`config.mk`:
```
export PLATFORM = sky130hd
export DESIGN_NAME = multicycle_control_unit
export DESIGN_NICKNAME = d
export VERILOG_FILES = /design/src/rtl/multicycle_control_unit.sv
export SDC_FILE = /design/constraint.sdc
export NUM_CORES = 1
export LEC_CHECK = 0
export ABC_AREA = 1
export CORE_MARGIN = 2
export CORE_UTILIZATION = 40
export DETAILED_ROUTE_END_ITERATION = 10
export PLACE_DENSITY = 0.79
export SLEW_MARGIN = 20
export SYNTH_ARGS = -nofsm -noshare
export SYNTH_HDL_FRONTEND = slang
export SYNTH_SLANG_ARGS = --single-unit
```
`constraint.sdc`:
```
create_clock -name clk -period 2.1 [get_ports clk]
set_clock_uncertainty 0.2 [all_clocks]
set_input_delay 0.42 -clock clk [delete_from_list [all_inputs] [get_ports clk]]
set_output_delay 0.42 -clock clk [all_outputs]
set_load 0.02 [all_outputs]
```
`src/rtl/multicycle_control_unit.sv`:
```
// Multicycle ARM-subset control unit: FETCH/DECODE/EXECUTE/MEM/WB sequencer,
// ALU decoder, condition check and NZCV flags register.
module multicycle_control_unit #(
    parameter int unsigned ALUCTRL_W   = 2,
    parameter bit          COND_FULL   = 1'b1,
    parameter bit          SUPPORT_CMP = 1'b1
) (
    input  logic                 clk,
    input  logic                 rst,
    input  logic [3:0]           Rd,
    input  logic [1:0]           Op,
    input  logic [5:0]           Funct,
    input  logic [3:0]           Cond,
    input  logic [3:0]           ALUFlags,
    output logic                 PCWrite,
    output logic                 AdrSrc,
    output logic                 MemWrite,
    output logic                 IRWrite,
    output logic                 RegWrite,
    output logic [1:0]           ResultSrc,
    output logic [1:0]           ALUSrcA,
    output logic [1:0]           ALUSrcB,
    output logic [1:0]           ImmSrc,
    output logic [1:0]           RegSrc,
    output logic [ALUCTRL_W-1:0] ALUControl,
    output logic [3:0]           State
);

    typedef enum logic [3:0] {
        S_FETCH    = 4'd0,
        S_DECODE   = 4'd1,
        S_MEMADR   = 4'd2,
        S_MEMREAD  = 4'd3,
        S_MEMWB    = 4'd4,
        S_MEMWRITE = 4'd5,
        S_EXECUTER = 4'd6,
        S_EXECUTEI = 4'd7,
        S_ALUWB    = 4'd8,
        S_BRANCH   = 4'd9
    } state_t;

    state_t               state_q, state_d, out_state;
    logic [3:0]           flags_q, flags_d;
    logic                 condexr_q, condexr_d;
    logic                 condex;
    logic [ALUCTRL_W-1:0] alu_dec;
    logic                 nowrite;
    logic [1:0]           flagw;
    logic                 regw, memw, nextpc, branch, is_exec;

    always_ff @(posedge clk) begin
        if (rst) begin
            state_q   <= S_FETCH;
            flags_q   <= '0;
            condexr_q <= 1'b0;
        end else begin
            state_q   <= state_d;
            flags_q   <= flags_d;
            condexr_q <= condexr_d;
        end
    end

    always_comb begin
        state_d = S_FETCH;
        case (state_q)
            S_FETCH:    state_d = S_DECODE;
            S_DECODE: begin
                case (Op)
                    2'b01:   state_d = S_MEMADR;
                    2'b00:   state_d = Funct[5] ? S_EXECUTEI : S_EXECUTER;
                    2'b10:   state_d = S_BRANCH;
                    default: state_d = S_FETCH;
                endcase
            end
            S_MEMADR:   state_d = Funct[0] ? S_MEMREAD : S_MEMWRITE;
            S_MEMREAD:  state_d = S_MEMWB;
            S_EXECUTER: state_d = S_ALUWB;
            S_EXECUTEI: state_d = S_ALUWB;
            default:    state_d = S_FETCH;
        endcase
    end

    always_comb begin
        logic n, z, c, v;
        {n, z, c, v} = flags_q;
        condex = 1'b0;
        case (Cond)
            4'b0000: condex = z;
            4'b0001: condex = ~z;
            4'b0010: condex = COND_FULL & c;
            4'b0011: condex = COND_FULL & ~c;
            4'b0100: condex = COND_FULL & n;
            4'b0101: condex = COND_FULL & ~n;
            4'b0110: condex = COND_FULL & v;
            4'b0111: condex = COND_FULL & ~v;
            4'b1000: condex = COND_FULL & c & ~z;
            4'b1001: condex = COND_FULL & (~c | z);
            4'b1010: condex = COND_FULL & (n == v);
            4'b1011: condex = COND_FULL & (n != v);
            4'b1100: condex = COND_FULL & ~z & (n == v);
            4'b1101: condex = COND_FULL & (z | (n != v));
            default: condex = 1'b1;
        endcase
    end

    // Predication is latched in DECODE so the instruction's own flag update can't gate it.
    assign condexr_d = (state_q == S_DECODE) ? condex : condexr_q;
    assign is_exec   = (state_q == S_EXECUTER) || (state_q == S_EXECUTEI);

    always_comb begin
        flags_d = flags_q;
        if (is_exec && condexr_q) begin
            if (flagw[1]) flags_d[3:2] = ALUFlags[3:2];
            if (flagw[0]) flags_d[1:0] = ALUFlags[1:0];
        end
    end

    always_comb begin
        alu_dec = '0;
        nowrite = 1'b1;
        flagw   = 2'b00;
        case (Funct[4:1])
            4'b0100: begin alu_dec = ALUCTRL_W'(0); nowrite = 1'b0; flagw = {2{Funct[0]}}; end
            4'b0010: begin alu_dec = ALUCTRL_W'(1); nowrite = 1'b0; flagw = {2{Funct[0]}}; end
            4'b0000: begin alu_dec = ALUCTRL_W'(2); nowrite = 1'b0; flagw = {Funct[0], 1'b0}; end
            4'b1100: begin alu_dec = ALUCTRL_W'(3); nowrite = 1'b0; flagw = {Funct[0], 1'b0}; end
            4'b0001: if (ALUCTRL_W >= 3) begin
                alu_dec = ALUCTRL_W'(4); nowrite = 1'b0; flagw = {Funct[0], 1'b0};
            end
            4'b1010: if (SUPPORT_CMP) begin
                alu_dec = ALUCTRL_W'(1); nowrite = 1'b1; flagw = 2'b11;
            end
            default: ;
        endcase
    end

    // Reset decodes as FETCH so the mux selects settle while enables are held low.
    assign out_state = rst ? S_FETCH : state_q;

    always_comb begin
        regw       = 1'b0;
        memw       = 1'b0;
        nextpc     = 1'b0;
        branch     = 1'b0;
        IRWrite    = 1'b0;
        AdrSrc     = 1'b0;
        ResultSrc  = 2'b00;
        ALUSrcA    = 2'b00;
        ALUSrcB    = 2'b00;
        ALUControl = '0;
        case (out_state)
            S_FETCH: begin
                IRWrite = 1'b1; nextpc = 1'b1;
                ALUSrcA = 2'b01; ALUSrcB = 2'b10; ResultSrc = 2'b10;
            end
            S_DECODE: begin
                ALUSrcA = 2'b01; ALUSrcB = 2'b10; ResultSrc = 2'b10;
            end
            S_MEMADR:   ALUSrcB = 2'b01;
            S_MEMREAD:  AdrSrc = 1'b1;
            S_MEMWB:    begin ResultSrc = 2'b01; regw = 1'b1; end
            S_MEMWRITE: begin AdrSrc = 1'b1; memw = 1'b1; end
            S_EXECUTER: ALUControl = alu_dec;
            S_EXECUTEI: begin ALUSrcB = 2'b01; ALUControl = alu_dec; end
            S_ALUWB:    regw = ~nowrite;
            S_BRANCH: begin
                ALUSrcB = 2'b01; ResultSrc = 2'b10; branch = 1'b1;
            end
            default: ;
        endcase
        if (rst) IRWrite = 1'b0;
    end

    assign RegWrite = ~rst & regw & condexr_q & (Rd != 4'd15);
    assign MemWrite = ~rst & memw & condexr_q;
    assign PCWrite  = ~rst & (nextpc | (branch & condexr_q) |
                              (regw & condexr_q & (Rd == 4'd15)));
    assign ImmSrc   = Op;
    assign RegSrc   = {Op == 2'b01, Op == 2'b10};
    assign State    = state_q;

endmodule

```
* After elaboration in Yosys (flattened, before gate mapping) *
Index checks and enable logic that the tools add are counted.

storage, ports and cells
  RAM bits = 0
  latch bits = 0
  memories kept = 0
  register bits = 9
  bits in read-only memories = 0
  bits of input ports = 22

cells by class
  bitwise logic cells = 20
  $mul = 0
  div/mod/pow operators = 0
  $lt $le $gt $ge = 0
  $add $sub $neg = 0
  shift operators = 0
  mux-type cells = 18
  equality and inequality tests = 37
  reductions and logical operators = 19

operator list
  cell                                                             number
  4-bit by 3-bit == test with 1-bit output, second input constant  11
  4-bit == test, second input constant                             11
  4-bit by 2-bit == test with 1-bit output, second input constant  7
  4-bit case mux with 5 select lines                               1
  4-bit zero test                                                  4
  1-bit case mux with 14 select lines                              1
  2-bit OR reduction                                               7
  4-bit by 1-bit == test with 1-bit output, second input constant  3
  2-bit case mux with 3 select lines                               2
  4-bit case mux with 3 select lines                               1
  1-bit AND                                                        11
  2-bit case mux with 2 select lines                               2
  1-bit two-way mux                                                7
  3-bit OR reduction                                               2
  1-bit NOT                                                        5
  4-bit two-way mux                                                1
  4-bit != test, second input constant                             1
  1-bit bitwise OR                                                 4
  2-bit AND reduction                                              2
  4-bit OR reduction                                               1
  3-bit two-way mux                                                1
  2-bit by 1-bit == test with 1-bit output, second input constant  1
  2-bit == test, second input constant                             1
  2-bit zero test                                                  1
  other kinds (6)                                                  6

* Longest topological paths before layout *
Gate-level depths: netlist (run 1).

  depth after elaboration = 7
  depth in mapped cells = 9
  mapped depth without buffers = 9

* Least setup slack after synthesis (run 1) *
Ideal clock, no wire load.

  path type = register to output
  from = register state_q[0], in the netlist State[0]
  to = output PCWrite
  cell stages (with the launch flop) = 7
  path slack = 0.214 ns
  required time = 1.480 ns
  data arrival time = 1.266 ns
  path buffers = 0
  cell sequence = dfxtp_1 > inv_2 > nor3_2 > nand3_2 > o21ai_1 > inv_1 > a21oi_2

between the ends
  cells in the longest elaborated chain, start to end = 7

RTL lines
  what                                                                              line      text
  start: declaration                                                                42        state_t state_q, state_d, out_state;
  start signal: assignment                                                          57        state_q <= state_d;
  4-bit two-way mux (*)                                                             138       assign out_state = rst ? S_FETCH : state_q;
  4-bit == test / 4-bit by 3-bit == test with 1-bit output (equally long branches)  151       case (out_state)
  1-bit case mux with 2 select lines / 1-bit two-way mux (equally long branches)    151
  1-bit AND, on equally long branches                                               177, 176
  1-bit AND / 1-bit bitwise OR (equally long branches)                              177, 176
  1-bit bitwise OR (*)                                                              176       assign PCWrite = ~rst & (nextpc | (branch & condexr_q) |
  1-bit AND (*)                                                                     176
  end: declaration                                                                  15        output logic PCWrite,

Mark *: on every way between the ends. The rest lies on a longest branch, timed or not.

* Worst setup path in the final report (run 1) *
  from = input Funct[4]
  to = output ALUControl[0]

between the ends
  cells in the longest elaborated chain, start to end = 4

RTL lines
  what                                                                              line  text
  start: declaration                                                                12    input logic [5:0] Funct,
  4-bit == test / 4-bit by 2-bit == test with 1-bit output (equally long branches)  122   case (Funct[4:1])
  2-bit OR reduction (no source line)                                               -
  2-bit case mux with 3 select lines (*)                                            122
  2-bit two-way mux (*)                                                             151
  end: declaration                                                                  25    output logic [ALUCTRL_W-1:0] ALUControl,

Marked as above.

==> impl_metrics.py, run 1 <==
metrics = {
    "yosys": {
        "ys_seq_elements": 9,
        "yosysUniqueCellTypes": 24,
        "yosys_warnings": 0,
        "syn_inst": 163,
        "seq_area_frac_synth_pct": 20.1,
        "syn-num-nets": 185,
        "avgSynthCellArea_um2": 5.51,
        "synth_area_um2": 898,
    },
    "clock_network": {
        "clock_latency_ps": 280,
        "cts-hold-fix-buffers": 0,
        "clock_path_buffers": 2,
        "cts.root.buffer_cell": "clkbuf_4",
        "clock-sinks": 9,
        "cts_max_level": 1,
        "clk_pin_slew_worst_paths_ps": 80,
        "cts_tree": "built",
        "cts_buffers": 3,
    },
    "die": {
        "start_util_pct": 41.4,
        "top_level_ports": 43,
        "fp.coreArea_mm2": 0.00217,
        "dieArea_mm2": 0.00264,
        "die_x_um": 51.4,
        "rows": 17,
        "chipHeight_um": 51.4,
    },
    "placed_design": {
        "io_buffer_count": 41,
        "placedCellCount": 257,
        "placed_area_mm2": 0.00153,
        "dp_hpwl_mm": 2.43,
        "dp_slack_ps": -754,
        "place_congestion": 0.848,
    },
    "worst_setup_path": {
        "cpPeakStageDelay_ps": 210,
        "critPathLaunch": "Funct[4]",
        "crit_top_cell": "buf_4",
        "critPathSlowestCell": "clkdlybuf4s15_1",
        "reg2reg_from": "State[1]",
        "cp-start-kind": "input port",
        "end_kind": "output port",
        "crit_fanout": 2,
        "critPathTopFamily": "buffers and inverters",
        "arrival_ps": 1490,
        "critPathBufInv": 4,
        "worstSetupPathType": "input port to output port",
        "cp.required_ps": 1480,
        "crit_chain": "clkdlybuf4s15_1 > nor2_2 > nand2_2 > buf_4 > buf_4 > a31oi_1 > buf_4",
    },
    "sta": {
        "fin_ws_ps": -5.19,
        "max_freq_ghz": 0.475,
        "hold_viol": 0,
        "min_period_ps": 2110,
        "fin_tns_setup_ps": -6.84,
        "fin_crit_sh_pct": 100,
        "slew_viol_final": 0,
        "finalSetupViolCount": 2,
        "rsz0062_at_grt": "true",
        "hold_ws_ps": 311,
    },
    "routing": {
        "wire_per_inst_um": 12.0,
        "drtAntennaViolNets": 0,
        "vias": 1327,
        "wl_mm": 3.17,
        "drc": 0,
        "vias_per_cell": 5.03,
        "drt_pass1_iterations": 5,
        "first_iter_violations": 35,
    },
    "layout": {
        "nets": 259,
        "final_cell_mix": "44 x nand2_1, 33 x buf_4, 24 x nor2_1",
        "final_common_cell": "nand2_1",
        "final_core_util_pct": 72.2,
        "design_area_mm2": 0.00157,
        "antennaDiodeCount": 0,
        "drive_gt1_share_pct": 32.6,
        "layout.cells.non_filler": 264,
        "syn_to_final_growth_pct": 74.4,
    },
    "power": {
        "powerDensity_mw_per_mm2": 386,
        "vdd_drop_max_v": 0.000395,
        "total_leakage_power_nw": 0.776,
        "total_power_uw": 605,
    },
    "global_route": {
        "grt_max_degree": 10,
        "grt_pass1_vias": 1202,
        "grt_pass1_wl_mm": 4.81,
        "grt-ovfl-total": 0,
        "antenna_found_initial": 0,
        "grt_use_total_pct": 24.3,
    },
    "run": {
        "max_cap_viol_count": 0,
    },
    "worst_hold_path": {
        "min-delay-start": "flags_q[1]",
        "hold_path_class": "register to register",
    },
    "outcome": {
        "status": "finished with violations",
        "violations": "setup timing",
    },
}
[what timing repair did]
item	in CTS	in global routing
setup buffers	1	2
pin swaps	5	6
cloned	0	0
gates resized for setup	59	26
setup endpoints to repair	18	9
[path summary, 6_finish.rpt]
check / endpoint / cells past startpoint / slack (ps)
max reg2reg: condexr_q / 8 / 660
min: flags_q[1] / 2 / 310
min reg2reg: flags_q[1] / 2 / 310
max: ALUControl[0] / 7 / -5
[registers in the layout, indices dropped and copies added, names as in the netlist]
signal and cells:
State 4, condexr_q 1, flags_q 4
[cells in the mapped netlist]
master | instances | area (um^2)
nand3b_1 | 2 | 15.0
a21oi_1 | 10 | 50.1
nor2_4 | 2 | 22.5
o22ai_1 | 1 | 6.26
o21ai_1 | 1 | 5.00
nor3_1 | 1 | 5.00
inv_1 | 19 | 71.3
nand3_2 | 2 | 20.0
conb_1 | 1 | 3.75
inv_2 | 2 | 7.51
nand3b_4 | 1 | 20.0
nor3_2 | 1 | 10.0
clkinv_1 | 1 | 3.75
nand3_1 | 18 | 90.1
nand2_1 | 47 | 176
a31oi_1 | 2 | 12.5
nand2_2 | 4 | 25.0
nor2_2 | 1 | 6.26
o21ai_0 | 6 | 30.0
a21oi_2 | 1 | 8.76
nor2_1 | 27 | 101
buf_4 | 3 | 22.5
buf_2 | 1 | 5.00
dfxtp_1 | 9 | 180
[tightest hold or removal path: cells and delay by family, from the launching register on]
family	cells	cell delay (ps)
AO/OA/AOI/OAI	1	50
flip-flops	1	350
AND/OR/NAND/NOR	1	70
[per-layer routing]
layer / track usage, % / part of all wire (%) / vias up
met5: 0 / 0 / -
met2: 50.2 / 55 / 48
met4: 7.89 / 0.85 / 0
li1: - / - / 665
met1: 23.1 / 38 / 610
met3: 4.97 / 5.4 / 4
[where the power goes]
part	total, mW	internal [mW]	switching [mW]
clock	0.151	0.0707	0.0807
sequential	0.187	0.177	0.00976
combinational	0.266	0.130	0.136
total	0.605	0.379	0.226
[cell families after synthesis]
family / after synthesis / share of synthesized area, %
other cells: 1 / 0.417
simple gates: 106 / 54.7
compound gates: 21 / 12.5
flops: 9 / 20.1
buf+inv: 26 / 12.3
[final cells by class]
cell class | instances | area, um^2
clock buffers | 3 | 22.5
clock inverters | 1 | 5.00
fillers | 185 | 603
inverters | 22 | 82.6
multi-input cells | 128 | 644
flip-flops and latches | 9 | 189
well taps | 28 | 35.0
repair buffers | 73 | 588
No activity file was read; power rests on OpenSTA's default activity.
==> run 2: changes to the inputs <==
--- a/config.mk
+++ b/config.mk
@@ -9,6 +9,7 @@
 export CORE_MARGIN = 2
 export CORE_UTILIZATION = 40
 export DETAILED_ROUTE_END_ITERATION = 10
+export GPL_ROUTABILITY_DRIVEN = 0
 export PLACE_DENSITY = 0.79
 export SLEW_MARGIN = 20
 export SYNTH_ARGS = -nofsm -noshare
==> impl_metrics.py, run 2 (synthesized netlist as in run 1, its figures left out) <==
metrics = {
    "global_route": {
        "grt_use_total_pct": 24.2,
        "use_met2_pct": 44.9,
        "grt_pass1_wl_mm": 4.77,
        "grt_pass1_vias": 1178,
        "grt-ovfl-total": 0,
        "grt_use_met3_pct": 6.14,
        "busiest_layer": "met2",
        "grt_max_degree": 10,
        "antenna_found_initial": 0,
        "use_met1_pct": 25.4,
    },
    "routing": {
        "drc": 0,
        "drtAntennaViolNets": 0,
        "vias": 1305,
        "wire_per_inst_um": 11.7,
        "first_iter_violations": 31,
        "vias_per_cell": 4.98,
        "drt_pass1_iterations": 4,
        "wl_mm": 3.06,
    },
    "sta": {
        "max_freq_ghz": 0.479,
        "finalSetupViolCount": 0,
        "fin_tns_setup_ps": 0,
        "slew_viol_final": 0,
        "fin_ws_ps": 11.0,
        "rsz0062_at_grt": "true",
        "fin_crit_sh_pct": 99.5,
        "hold_viol": 0,
        "min_period_ps": 2090,
    },
    "power": {
        "powerDensity_mw_per_mm2": 388,
        "vdd_drop_max_v": 0.000341,
        "total_leakage_power_nw": 0.766,
        "total_power_uw": 607,
    },
    "layout": {
        "antennaDiodeCount": 0,
        "final_common_cell": "nand2_1",
        "multi_input_area_um2": 662,
        "nets": 257,
        "drive_gt1_share_pct": 32.1,
        "ff_latch_area_um2": 186,
        "nFillCells": 187,
        "final_cell_mix": "44 x nand2_1, 36 x buf_4, 25 x nor2_1",
        "layout.cells.non_filler": 262,
        "syn_to_final_growth_pct": 74.2,
    },
    "placed_design": {
        "placedCellCount": 257,
        "dp_hpwl_mm": 2.30,
        "dp_slack_ps": -752,
        "io_buffer_count": 41,
    },
    "die": {
        "top_level_ports": 43,
        "dieArea_mm2": 0.00264,
        "fp.coreArea_mm2": 0.00217,
        "start_util_pct": 41.4,
        "chipHeight_um": 51.4,
        "rows": 17,
        "die_x_um": 51.4,
    },
    "worst_setup_path": {
        "crit_chain": "dlygate4sd2_1 > nor3_4 > nand3_2 > o21ai_2 > inv_1 > a21oi_2 > buf_4",
        "arrival_ps": 1470,
        "crit_fanout": 4,
        "worstSetupPathType": "input port to output port",
        "cp-start-kind": "input port",
        "critPathSlowestCell": "dlygate4sd2_1",
        "end_kind": "output port",
        "cp.required_ps": 1480,
        "cpPeakStageDelay_ps": 310,
    },
    "clock_network": {
        "cts.root.buffer_cell": "clkbuf_4",
        "clock_latency_ps": 280,
        "cts-hold-fix-buffers": 0,
        "clock_path_buffers": 2,
        "cts_tree": "built",
        "cts_max_level": 1,
        "clock-sinks": 9,
        "clk_pin_slew_worst_paths_ps": 60,
        "cts_buffers": 3,
    },
    "run": {
        "max_cap_viol_count": 0,
    },
    "worst_hold_path": {
        "hold_path_class": "register to register",
    },
    "outcome": {
        "status": "completed",
    },
}
## run 2: changes by cell type in the layout (fill, tap and decap cells not counted), moves of 2 or more
| cell | change |
|---|---|
| clkbuf_2 | -4 |
| buf_4 | +3 |
| dlygate4sd2_1 | +3 |
| buf_6 | -2 |
| nand3_1 | -2 |
| nand3_2 | +2 |
## run 2: critical path, delay by kind of cell
kind | cells | cell delay, ps
buffers and inverters | 3 | 510
AOI/OAI and AO/OA | 2 | 240
and+or+nand+nor | 2 | 300
## run 2: worst paths after layout
check | endpoint | startpoint | slack (ps) | depth (start not counted)
max | PCWrite | rst | 10 | 7
min | flags_q[1] | flags_q[1] | 300 | 2
min reg2reg | flags_q[1] | flags_q[1] | 300 | 2
max reg2reg | condexr_q | State[2] | 510 | 8
## run 2: routing by layer
layer  vias up  wire length (um)
met2        51              1610
met5         -                 0
li1        661                 -
met1       581              1210
met3        12               174
met4         0                71
## run 2: final cells by class
type,count,area share (%)
clock buffers,4,1.68
inverters,22,5.28
repair buffers,71,36.6
multi-input cells,128,42.3
flip-flops and latches,9,11.9
well taps,28,2.24
## run 2: stage by stage
stage | util [%] | hold slack [ps] | instance area, um^2
CTS | 70.8 | 310 | 1540
global route | 72.1 | 337 | 1570
global placement | 70.7 | 285 | 1530
detailed placement | 70.7 | 299 | 1530
finish | 72.1 | 304 | 1570
floorplan | - | 252 | 898
## run 2: power breakdown
part	switching, mW	leakage [nW]	internal [mW]
clock network	0.0753	0.0150	0.0738
registers	0.00930	0.0749	0.178
logic	0.140	0.676	0.130
total	0.225	0.766	0.382
## run 2: timing repair
item	CTS	global route
pin swaps	5	3
resized for setup	66	20
buffers inserted	0	1
endpoints found under the setup margin	17	10
